## src/rtl/muldiv_unit.sv

```systemverilog
// muldiv_unit -- iterative RV32M multiply/divide unit.
// Multiplies use shift-add and divides use restoring division on operand
// magnitudes, one bit per cycle; signs are corrected in a separate FIX cycle.
// Divide-by-zero and signed overflow finish without iterating.
// Optional macro MULDIV_FAST_MUL_EN: multiplies complete in a single cycle
// through a combinational multiplier; divides are unaffected.
// The reset port is named 'reset' and is asynchronous, active low.

module muldiv_unit #(
    parameter int DATA_W     = 32,
    parameter int RF_ADDRESS = 5
) (
    input  logic                  clk,
    input  logic                  reset,
    input  logic                  in_valid,
    output logic                  in_ready,
    input  logic [2:0]            funct3,
    input  logic [DATA_W-1:0]     op_a,
    input  logic [DATA_W-1:0]     op_b,
    input  logic [RF_ADDRESS-1:0] rd_in,
    input  logic                  flush,
    output logic                  out_valid,
    input  logic                  out_ready,
    output logic [DATA_W-1:0]     result,
    output logic [RF_ADDRESS-1:0] rd_out,
    output logic                  busy
);

    localparam int CNT_W = $clog2(DATA_W) + 1;
    localparam logic [2:0] F_MUL    = 3'b000;
    localparam logic [2:0] F_MULH   = 3'b001;
    localparam logic [2:0] F_MULHSU = 3'b010;
    localparam logic [2:0] F_DIV    = 3'b100;
    localparam logic [2:0] F_REM    = 3'b110;
    localparam logic [DATA_W-1:0] MOST_NEG  = {1'b1, {(DATA_W-1){1'b0}}};
    localparam logic [CNT_W-1:0]  LAST_ITER = CNT_W'(DATA_W - 1);
    localparam logic [CNT_W-1:0]  MAX_CNT   = CNT_W'(DATA_W);

    typedef enum logic [1:0] {IDLE, CALC, FIX, DONE} state_t;

    state_t                state, state_nx;
    logic [CNT_W-1:0]      cnt;
    logic [DATA_W-1:0]     hi, lo, divisor;
    logic [2:0]            op_q;
    logic                  neg_q;

    logic                  accept, is_div, a_signed, b_signed, a_neg, b_neg;
    logic                  div_zero, div_ovf, fast_take;
    logic [DATA_W-1:0]     mag_a, mag_b, fast_result, fix_result;
    logic [DATA_W:0]       mul_sum, div_shift, div_diff;
    logic                  div_ok;
    logic [2*DATA_W-1:0]   prod_fix;

    // Operand decode: which operands are signed, their magnitudes and the
    // special divide cases that bypass the iteration.
    assign is_div   = funct3[2];
    assign a_signed = (funct3 == F_MULH) || (funct3 == F_MULHSU) ||
                      (funct3 == F_DIV)  || (funct3 == F_REM);
    assign b_signed = (funct3 == F_MULH) || (funct3 == F_DIV) || (funct3 == F_REM);
    assign a_neg    = a_signed && op_a[DATA_W-1];
    assign b_neg    = b_signed && op_b[DATA_W-1];
    assign mag_a    = a_neg ? -op_a : op_a;
    assign mag_b    = b_neg ? -op_b : op_b;
    assign div_zero = is_div && (op_b == '0);
    assign div_ovf  = is_div && !funct3[0] && (op_a == MOST_NEG) && (op_b == '1);
    assign accept   = in_valid && in_ready && !flush;

`ifdef MULDIV_FAST_MUL_EN
    logic [2*DATA_W-1:0] ext_a, ext_b, fast_prod;

    // Sign-extended operands give the correct 2*DATA_W product bits even
    // with an unsigned multiplier.
    assign ext_a     = {{DATA_W{a_neg}}, op_a};
    assign ext_b     = {{DATA_W{b_neg}}, op_b};
    assign fast_prod = ext_a * ext_b;
    assign fast_take = div_zero || div_ovf || !is_div;

    // Single-cycle results: multiplies plus the special divide cases.
    always_comb begin
        fast_result = '0;
        if (!is_div)
            fast_result = (funct3 == F_MUL) ? fast_prod[DATA_W-1:0]
                                            : fast_prod[2*DATA_W-1:DATA_W];
        else if (div_zero)
            fast_result = funct3[1] ? op_a : '1;
        else
            fast_result = funct3[1] ? '0 : op_a;
    end
`else
    assign fast_take = div_zero || div_ovf;

    // Single-cycle results for divide-by-zero and signed overflow.
    always_comb begin
        fast_result = '0;
        if (div_zero)
            fast_result = funct3[1] ? op_a : '1;
        else
            fast_result = funct3[1] ? '0 : op_a;
    end
`endif

    // One iteration step: hi/lo hold the partial product, or the partial
    // remainder and the quotient shifting in from the right.
    always_comb begin
        mul_sum   = {1'b0, hi} + (lo[0] ? {1'b0, divisor} : '0);
        div_shift = {hi, lo[DATA_W-1]};
        div_diff  = div_shift - {1'b0, divisor};
        div_ok    = !div_diff[DATA_W];
    end

    // Sign correction and result selection applied in the FIX cycle.
    always_comb begin
        prod_fix   = neg_q ? -{hi, lo} : {hi, lo};
        fix_result = '0;
        if (!op_q[2])
            fix_result = (op_q == F_MUL) ? prod_fix[DATA_W-1:0]
                                         : prod_fix[2*DATA_W-1:DATA_W];
        else if (!op_q[1])
            fix_result = neg_q ? -lo : lo;
        else
            fix_result = neg_q ? -hi : hi;
    end

    // State register.
    always_ff @(posedge clk or negedge reset) begin
        if (!reset)
            state <= IDLE;
        else
            state <= state_nx;
    end

    // Next-state and handshake outputs; flush wins over everything else.
    always_comb begin
        state_nx  = state;
        in_ready  = 1'b0;
        out_valid = 1'b0;
        busy      = 1'b1;
        case (state)
            IDLE: begin
                in_ready = 1'b1;
                busy     = 1'b0;
                if (accept)
                    state_nx = fast_take ? DONE : CALC;
            end
            CALC: begin
                if (flush)
                    state_nx = IDLE;
                else if (cnt == LAST_ITER)
                    state_nx = FIX;
            end
            FIX: begin
                state_nx = flush ? IDLE : DONE;
            end
            DONE: begin
                out_valid = 1'b1;
                if (flush || out_ready)
                    state_nx = IDLE;
            end
            default: state_nx = IDLE;
        endcase
    end

    // Datapath: capture operands on accept, iterate in CALC, and hold the
    // result/tag stable from FIX until the next accept.
    always_ff @(posedge clk or negedge reset) begin
        if (!reset) begin
            cnt     <= '0;
            hi      <= '0;
            lo      <= '0;
            divisor <= '0;
            op_q    <= '0;
            neg_q   <= 1'b0;
            result  <= '0;
            rd_out  <= '0;
        end else begin
            case (state)
                IDLE: begin
                    if (accept) begin
                        op_q    <= funct3;
                        rd_out  <= rd_in;
                        hi      <= '0;
                        lo      <= mag_a;
                        divisor <= mag_b;
                        cnt     <= '0;
                        neg_q   <= (funct3 == F_REM) ? a_neg : (a_neg ^ b_neg);
                        if (fast_take)
                            result <= fast_result;
                    end
                end
                CALC: begin
                    cnt <= (cnt == MAX_CNT) ? cnt : cnt + 1'b1;
                    if (op_q[2]) begin
                        hi <= div_ok ? div_diff[DATA_W-1:0] : div_shift[DATA_W-1:0];
                        lo <= {lo[DATA_W-2:0], div_ok};
                    end else begin
                        hi <= mul_sum[DATA_W:1];
                        lo <= {mul_sum[0], lo[DATA_W-1:1]};
                    end
                end
                FIX: begin
                    result <= fix_result;
                end
                default: begin
                end
            endcase
        end
    end

endmodule
```

## config.mk

```make
export PLATFORM = sky130hd
export DESIGN_NAME = muldiv_unit
export DESIGN_NICKNAME = d
export VERILOG_FILES = /design/src/rtl/muldiv_unit.sv
export SDC_FILE = /design/constraint.sdc
export NUM_CORES = 1
export LEC_CHECK = 0
export ABC_AREA = 1
export CELL_PAD_IN_SITES_DETAIL_PLACEMENT = 0
export CELL_PAD_IN_SITES_GLOBAL_PLACEMENT = 1
export CORE_MARGIN = 3
export CORE_UTILIZATION = 41
export DETAILED_ROUTE_END_ITERATION = 12
export DONT_BUFFER_PORTS = 1
export MAX_ROUTING_LAYER = met4
export PLACE_DENSITY_LB_ADDON = 0.1
export SLEW_MARGIN = 0
export SYNTH_ARGS = -nofsm -noshare
export SYNTH_HDL_FRONTEND = slang
export SYNTH_SLANG_ARGS = --single-unit
export TNS_END_PERCENT = 20
```

## constraint.sdc

```tcl
create_clock -name clk -period 2.59 [get_ports clk]
set_input_delay 0.3885 -clock clk [delete_from_list [all_inputs] [get_ports clk]]
set_output_delay 0.3885 -clock clk [all_outputs]
set_load 0.1 [all_outputs]
```

==> results.toml, run 1 <==
[setup_path]
cp_cell_sequence = "buf_8, buf_4, nand2_1, inv_1, ha_2, nand2_1, nor2_1, inv_1, nor2_1, inv_1, nor2_1, nor2_1, nand3_1, nand3_1, nand3_1, nand2_1"
ff2ff_path_depth = 16
r2r_end = "hi[28]$_DFFE_PN0P_"
critPathMaxFanout = 23
cp-start-kind = "flop"
r2r_slack_ns = 0.10
cp_common_cell = "nor2_1"
crit_slowest_cell = "dfrtp_2"
slowest_delay_ns = 0.45
rr_startpoint = "lo[0]$_DFFE_PN0P_"
path_class = "flop to flop"
worstPathRequired_ns = 2.97
critical_path_arrival_ns = 2.87
end_kind = "flop"

[timing]
fin_crit_ns = 2.49
grt_setup_unrepaired = "true"
slew_viol_final = 0
setup_viol = 0
maxSlewHeadroom = 0.381
hold_viol_final = 145
max_freq_ghz = 0.402
fin_crit_sh = 0.961
whs_ns = -0.407
tightest_slew_ns = 0.929
finClkSkew_ns = 0.0144

[logic_synthesis]
synth-async-reset-ratio = 1.00
synth-seq-cells = 145
synth_top_area_share = 0.224
ys.flop_type = "dfrtp_1"
syn_area_mm2 = 0.0181
avgSynthCellArea_um2 = 5.46
seq_area_frac_synth = 0.200
ys_warn_count = 0
synth_top_cell_by_area = "nand2_1"
synthCells = 3321
synth.distinct_cells = 48
synth-edff-count = 0
yosys-top-cells-area = "nand2_1, dfrtp_1, nand3_1, inv_1, nor2_1"
synth_nets = 3471

[drt]
drtIter0Drc = 2680
via_per_inst = 5.54
postRouteWirelength_mm = 82.9
ant_nets = 0
wire_per_inst_um = 20.5
firstDrtPassIters = 8
via_count = 22500
drc = 0

[outcome]
status = "complete, but fails checks"
violations = "negative hold slack"

[cells_and_area]
layout_common_cells = "nand2_1, inv_1, nor2_1"
syn_to_final_growth_pct = 17.6
final_common_cell = "nand2_1"
final_cell_count_no_fill = 4052
drive_gt1_frac = 0.112
final_nets = 3604
fillCellCount = 4724
antenna_cells = 0

[clock_tree]
cts-root-buf = "clkbuf_16"
cts_tree = "done"
hold_buffers = 5
clkSinkCount = 145
clock_latency_ns = 0.49
htreeDepth = 4
ctsLongestPathBuffers = 2
clkTransAtPathRegs_ns = 0.07
cts_buffers = 17

[power]
power_density_mw_per_mm2 = 1630
cellLeakagePower_nw = 11.2
vdd_drop_max_mv = 1.09
power.total_mw = 34.8

[die]
num_io_pins = 117
die_x_um = 216
dieArea_mm2 = 0.0468
die-height_um = 216
core_area_mm2 = 0.0434
initial_utilization = 0.418
placementRows = 76

[min_path]
hp-class = "input pin to asynchronous set/reset pin"

[global_routing]
grt_pass1_wl_mm = 123
antenna_found_initial = 0
overflow = 0
grt_use_total = 0.356
grt_pass1_vias = 20100
grt_max_degree = 146

[placement]
dp_cells = 4009
dp_hpwl_mm = 66.2
gp_congestion = 1.08
port_buffers = 0

[job]
drv_cap = 0
-- logic make-up (layout without fill, tap and decap cells) --
group	count (synthesis)	after routing	share of synthesized area
fa+ha+maj	73	73	0.0512
flops	145	145	0.200
buf+inv	558	704	0.119
xor+xnor	62	62	0.0299
compound gates	481	481	0.141
simple gates	2002	2002	0.459
-- layer usage --
layer,vias up,routed length [um],GRT usage
met2,1044,33200,0.477
met5,-,0,-
li1,10900,-,-
met3,84,9070,0.0885
met1,10500,39100,0.534
met4,0,1610,0.0784
-- through the flow --
stage               setup slack (ns)  TNS [ns]  area (um^2)  hold WS (ns)   util
floorplan                    -0.0320   -0.0744        18100        0.0929      -
global placement              -0.116    -0.785        20200        0.0962  0.465
detailed placement            -0.128     -1.37        20200        0.0969  0.465
CTS                         -0.00102  -0.00102        20900        -0.441  0.481
global route                 -0.0720    -0.294        21300        -0.440  0.492
finish                         0.102         0        21300        -0.407  0.492
-- area by class of cell --
| type | instances | area (um^2) | share of cell area |
|---|---|---|---|
| flip-flops and latches | 145 | 3640 | 0.170 |
| multi-input cells | 2618 | 12700 | 0.597 |
| clock buffers | 18 | 439 | 0.0206 |
| well taps | 585 | 732 | 0.0343 |
| repair buffers | 234 | 1960 | 0.0917 |
| inverters | 438 | 1650 | 0.0771 |
| clock inverters | 14 | 186 | 0.00874 |
-- critical path: cells and delay by family (launching register included) --
| kind | cells | cell delay [ns] |
|---|---|---|
| adder cells (fa/ha/maj) | 1 | 0.37 |
| buffers and inverters | 5 | 0.52 |
| flip-flops | 1 | 0.45 |
| AND/OR/NAND/NOR | 10 | 1.03 |
-- Yosys cell counts, types with 3 or more instances --
cell type / instances
clkbuf_1: 73
dfrtp_1: 145
or2_2: 8
o31ai_1: 3
nor3_1: 26
a21oi_1: 166
clkinv_1: 3
and2_1: 4
nand4_1: 29
xnor2_1: 17
o21ai_0: 231
nand2_1: 1083
buf_6: 4
a21boi_0: 5
o21ai_1: 16
nor3_2: 3
a22oi_1: 8
nor4_1: 8
buf_2: 18
o21bai_1: 8
nor2_2: 6
xor2_1: 45
inv_1: 428
nor2_1: 427
buf_1: 21
inv_2: 6
a21o_1: 8
a31oi_1: 20
o211ai_1: 10
buf_4: 4
ha_1: 71
nand3_1: 375
nand2_2: 4
nand3b_1: 17
nand3_2: 3
-- registers in the layout, summed over array words and instances (netlist names) --
register / count
cnt: 6
divisor: 32
hi: 32
lo: 32
neg_q: 1
op_q: 3
rd_out: 5
result: 32
state: 2
-- how the worst max path moves through the flow --
| stage | from | end | slack [ns] | cells after the start |
|---|---|---|---|---|
| 2_1_floorplan | lo[0]$_DFFE_PN0P_ | hi[27]$_DFFE_PN0P_ | -0.03 | 19 |
| 3_3_place_gp | hi[1]$_DFFE_PN0P_ | hi[25]$_DFFE_PN0P_ | -0.12 | 14 |
| 3_5_place_dp | hi[1]$_DFFE_PN0P_ | hi[25]$_DFFE_PN0P_ | -0.13 | 14 |
| 4_1_cts | divisor[0]$_DFFE_PN0P_ | hi[25]$_DFFE_PN0P_ | -0.001 | 18 |
| 5_1_grt | lo[0]$_DFFE_PN0P_ | hi[26]$_DFFE_PN0P_ | -0.07 | 18 |
| 6_report | lo[0]$_DFFE_PN0P_ | hi[28]$_DFFE_PN0P_ | 0.10 | 16 |
-- report_power, final --
part           switching (mW)  internal (mW)  total, mW
clock network            1.25           1.50       2.75
logic                    16.8           9.01       25.8
registers                2.88           3.31       6.19
total                    21.0           13.8       34.8
-- what timing repair did --
item | 4_1_cts | 5_1_grt
gates cloned | 0 | 2
gates resized for setup | 8 | 107
setup endpoints to repair | 28 | 45
hold endpoints to repair | 150 | 145
buffers inserted | 0 | 4
pin swaps | 0 | 15
No activity file was read; power rests on OpenSTA's default activity.
==> run 2, diff against run 1 <==
GPL_ROUTABILITY_DRIVEN = 0   (was not set)
==> results.toml, run 2 (synthesized netlist as in run 1, its figures left out) <==
[drt]
via_count = 22400
wire_per_inst_um = 19.7
drtIter0Drc = 2389
firstDrtPassIters = 8
postRouteWirelength_mm = 79.8
drc = 0
ant_nets = 0
via_per_inst = 5.53

[placement]
dp_cells = 4008
dpl-instance-area_mm2 = 0.0202
port_buffers = 0
dp_hpwl_mm = 63.4

[timing]
setup_viol = 0
grt_setup_unrepaired = "true"
slew_viol_final = 0
tightest_slew_ns = 0.959
hold_viol_final = 145
fin_crit_sh = 0.981
max_freq_ghz = 0.393
maxSlewHeadroom = 0.360
whs_ns = -0.410
fin_crit_ns = 2.54
final.setup.tns_ns = 0
finClkSkew_ns = 0.0153

[global_routing]
grt_use_met2 = 0.456
overflow = 0
grt_pass1_wl_mm = 120
grt_use_total = 0.343
grt_use_met1 = 0.488
met3_usage = 0.114
antenna_found_initial = 0
grt_pass1_vias = 20400
grt_max_degree = 146
busiest_layer = "met1"

[cells_and_area]
seqCellArea_mm2 = 0.00364
multiInputGateArea_mm2 = 0.0128
final_cell_count_no_fill = 4050
antenna_cells = 0
fin_area_mm2 = 0.0212
drive_gt1_frac = 0.113
layout_common_cells = "nand2_1, inv_1, nor2_1"
final_common_cell = "nand2_1"
syn_to_final_growth_pct = 17.1
final_core_util = 0.490
fillCellCount = 4781
final_nets = 3602

[setup_path]
worstPathRequired_ns = 2.97
crit_cells = 12
end_kind = "flop"
cp_cell_sequence = "inv_1, ha_1, nand2_1, nor2_1, nand2_1, nand3b_1, nand2_1, nand2_1, nand3_1, nand3_1, nand2_1, nand2_1"
critPathMaxFanout = 3
critical_path_arrival_ns = 2.92
cp-start-kind = "flop"
slowest_delay_ns = 0.52
cpLargestDelayFamily = "simple AND/OR/NAND/NOR gates"
ff2ff_path_depth = 12
crit_slowest_cell = "dfrtp_1"
cp_common_cell = "nand2_1"
path_class = "flop to flop"
path_buf_inv = 1

[job]
drv_cap = 0

[die]
initial_utilization = 0.418
core_area_mm2 = 0.0434
dieArea_mm2 = 0.0468
placementRows = 76
die_x_um = 216
num_io_pins = 117
die-height_um = 216

[clock_tree]
clock_latency_ns = 0.49
ctsLongestPathBuffers = 2
hold_buffers = 4
clkTransAtPathRegs_ns = 0.08
cts-root-buf = "clkbuf_16"
clkSinkCount = 145
htreeDepth = 4
cts_buffers = 17
cts_tree = "done"

[power]
vdd_drop_max_mv = 1.22
power_density_mw_per_mm2 = 1620
cellLeakagePower_nw = 11.1

[outcome]
status = "complete, but fails checks"
violations = "negative hold slack"

[min_path]
hp-class = "input pin to asynchronous set/reset pin"
[run 2: cell count changes in the layout (fill, tap and decap cells not counted), moves of 3 or more]
cell        before  now
a21boi_1         3    0
a21oi_1        149  154
a21oi_2         16   12
buf_6            0    3
clkinvlp_4       0    3
nand3_1        372  368
nand3_2          6   10
nor2_1         413  408
nor2_2          14   20
o21ai_0        220  214
o21ai_1         25   30
[run 2: path summary, 6_finish.rpt]
kind	from	endpoint	slack, ns
max	divisor[24]$_DFFE_PN0P_	hi[26]$_DFFE_PN0P_	0.05
min	reset	hi[22]$_DFFE_PN0P_	-0.41
max reg2reg	divisor[24]$_DFFE_PN0P_	hi[26]$_DFFE_PN0P_	0.05
min reg2reg	cnt[1]$_DFFE_PN0P_	cnt[1]$_DFFE_PN0P_	0.55
max in group asynchronous	reset	result[22]$_DFFE_PN0P_	2.56
min in group clk	rd_in[2]	rd_out[2]$_DFFE_PN0P_	0.05
[run 2: where the power goes]
| group | switching [mW] | internal [mW] | total (mW) | leakage (nW) |
|---|---|---|---|---|
| clock | 1.20 | 1.28 | 2.49 | 0.267 |
| sequential | 2.95 | 3.31 | 6.26 | 1.79 |
| combinational | 16.6 | 9.04 | 25.6 | 9.06 |
[run 2: stage by stage]
stage	power [mW]	setup slack, ns
after CTS	32.7	0.00231
after floorplan	21.0	-0.0320
after detailed placement	30.1	-0.0658
after global placement	29.8	-0.0170
after global routing	37.1	-0.0518
final	34.4	0.0485
[run 2: routing by layer]
metal / wire, um / vias to the layer above
met3: 9540 / 137
met4: 2530 / 0
met2: 31200 / 1028
li1: - / 10900
met1: 36600 / 10300
met5: 0 / -
[run 2: area by class of cell]
cell class / count / area share
multi-input cells: 2618 / 0.601
clock inverters: 13 / 0.00554
flip-flops and latches: 145 / 0.171
clock buffers: 19 / 0.0209
inverters: 438 / 0.0775
well taps: 585 / 0.0345
repair buffers: 232 / 0.0897
[run 2: repair_timing]
item / 4_1_cts / 5_1_grt
resized for setup: 5 / 116
setup buffers: 0 / 5
setup endpoints to repair: 19 / 53
pin swaps: 0 / 14
endpoints found under the hold margin: 149 / 145
cloned: 0 / 1
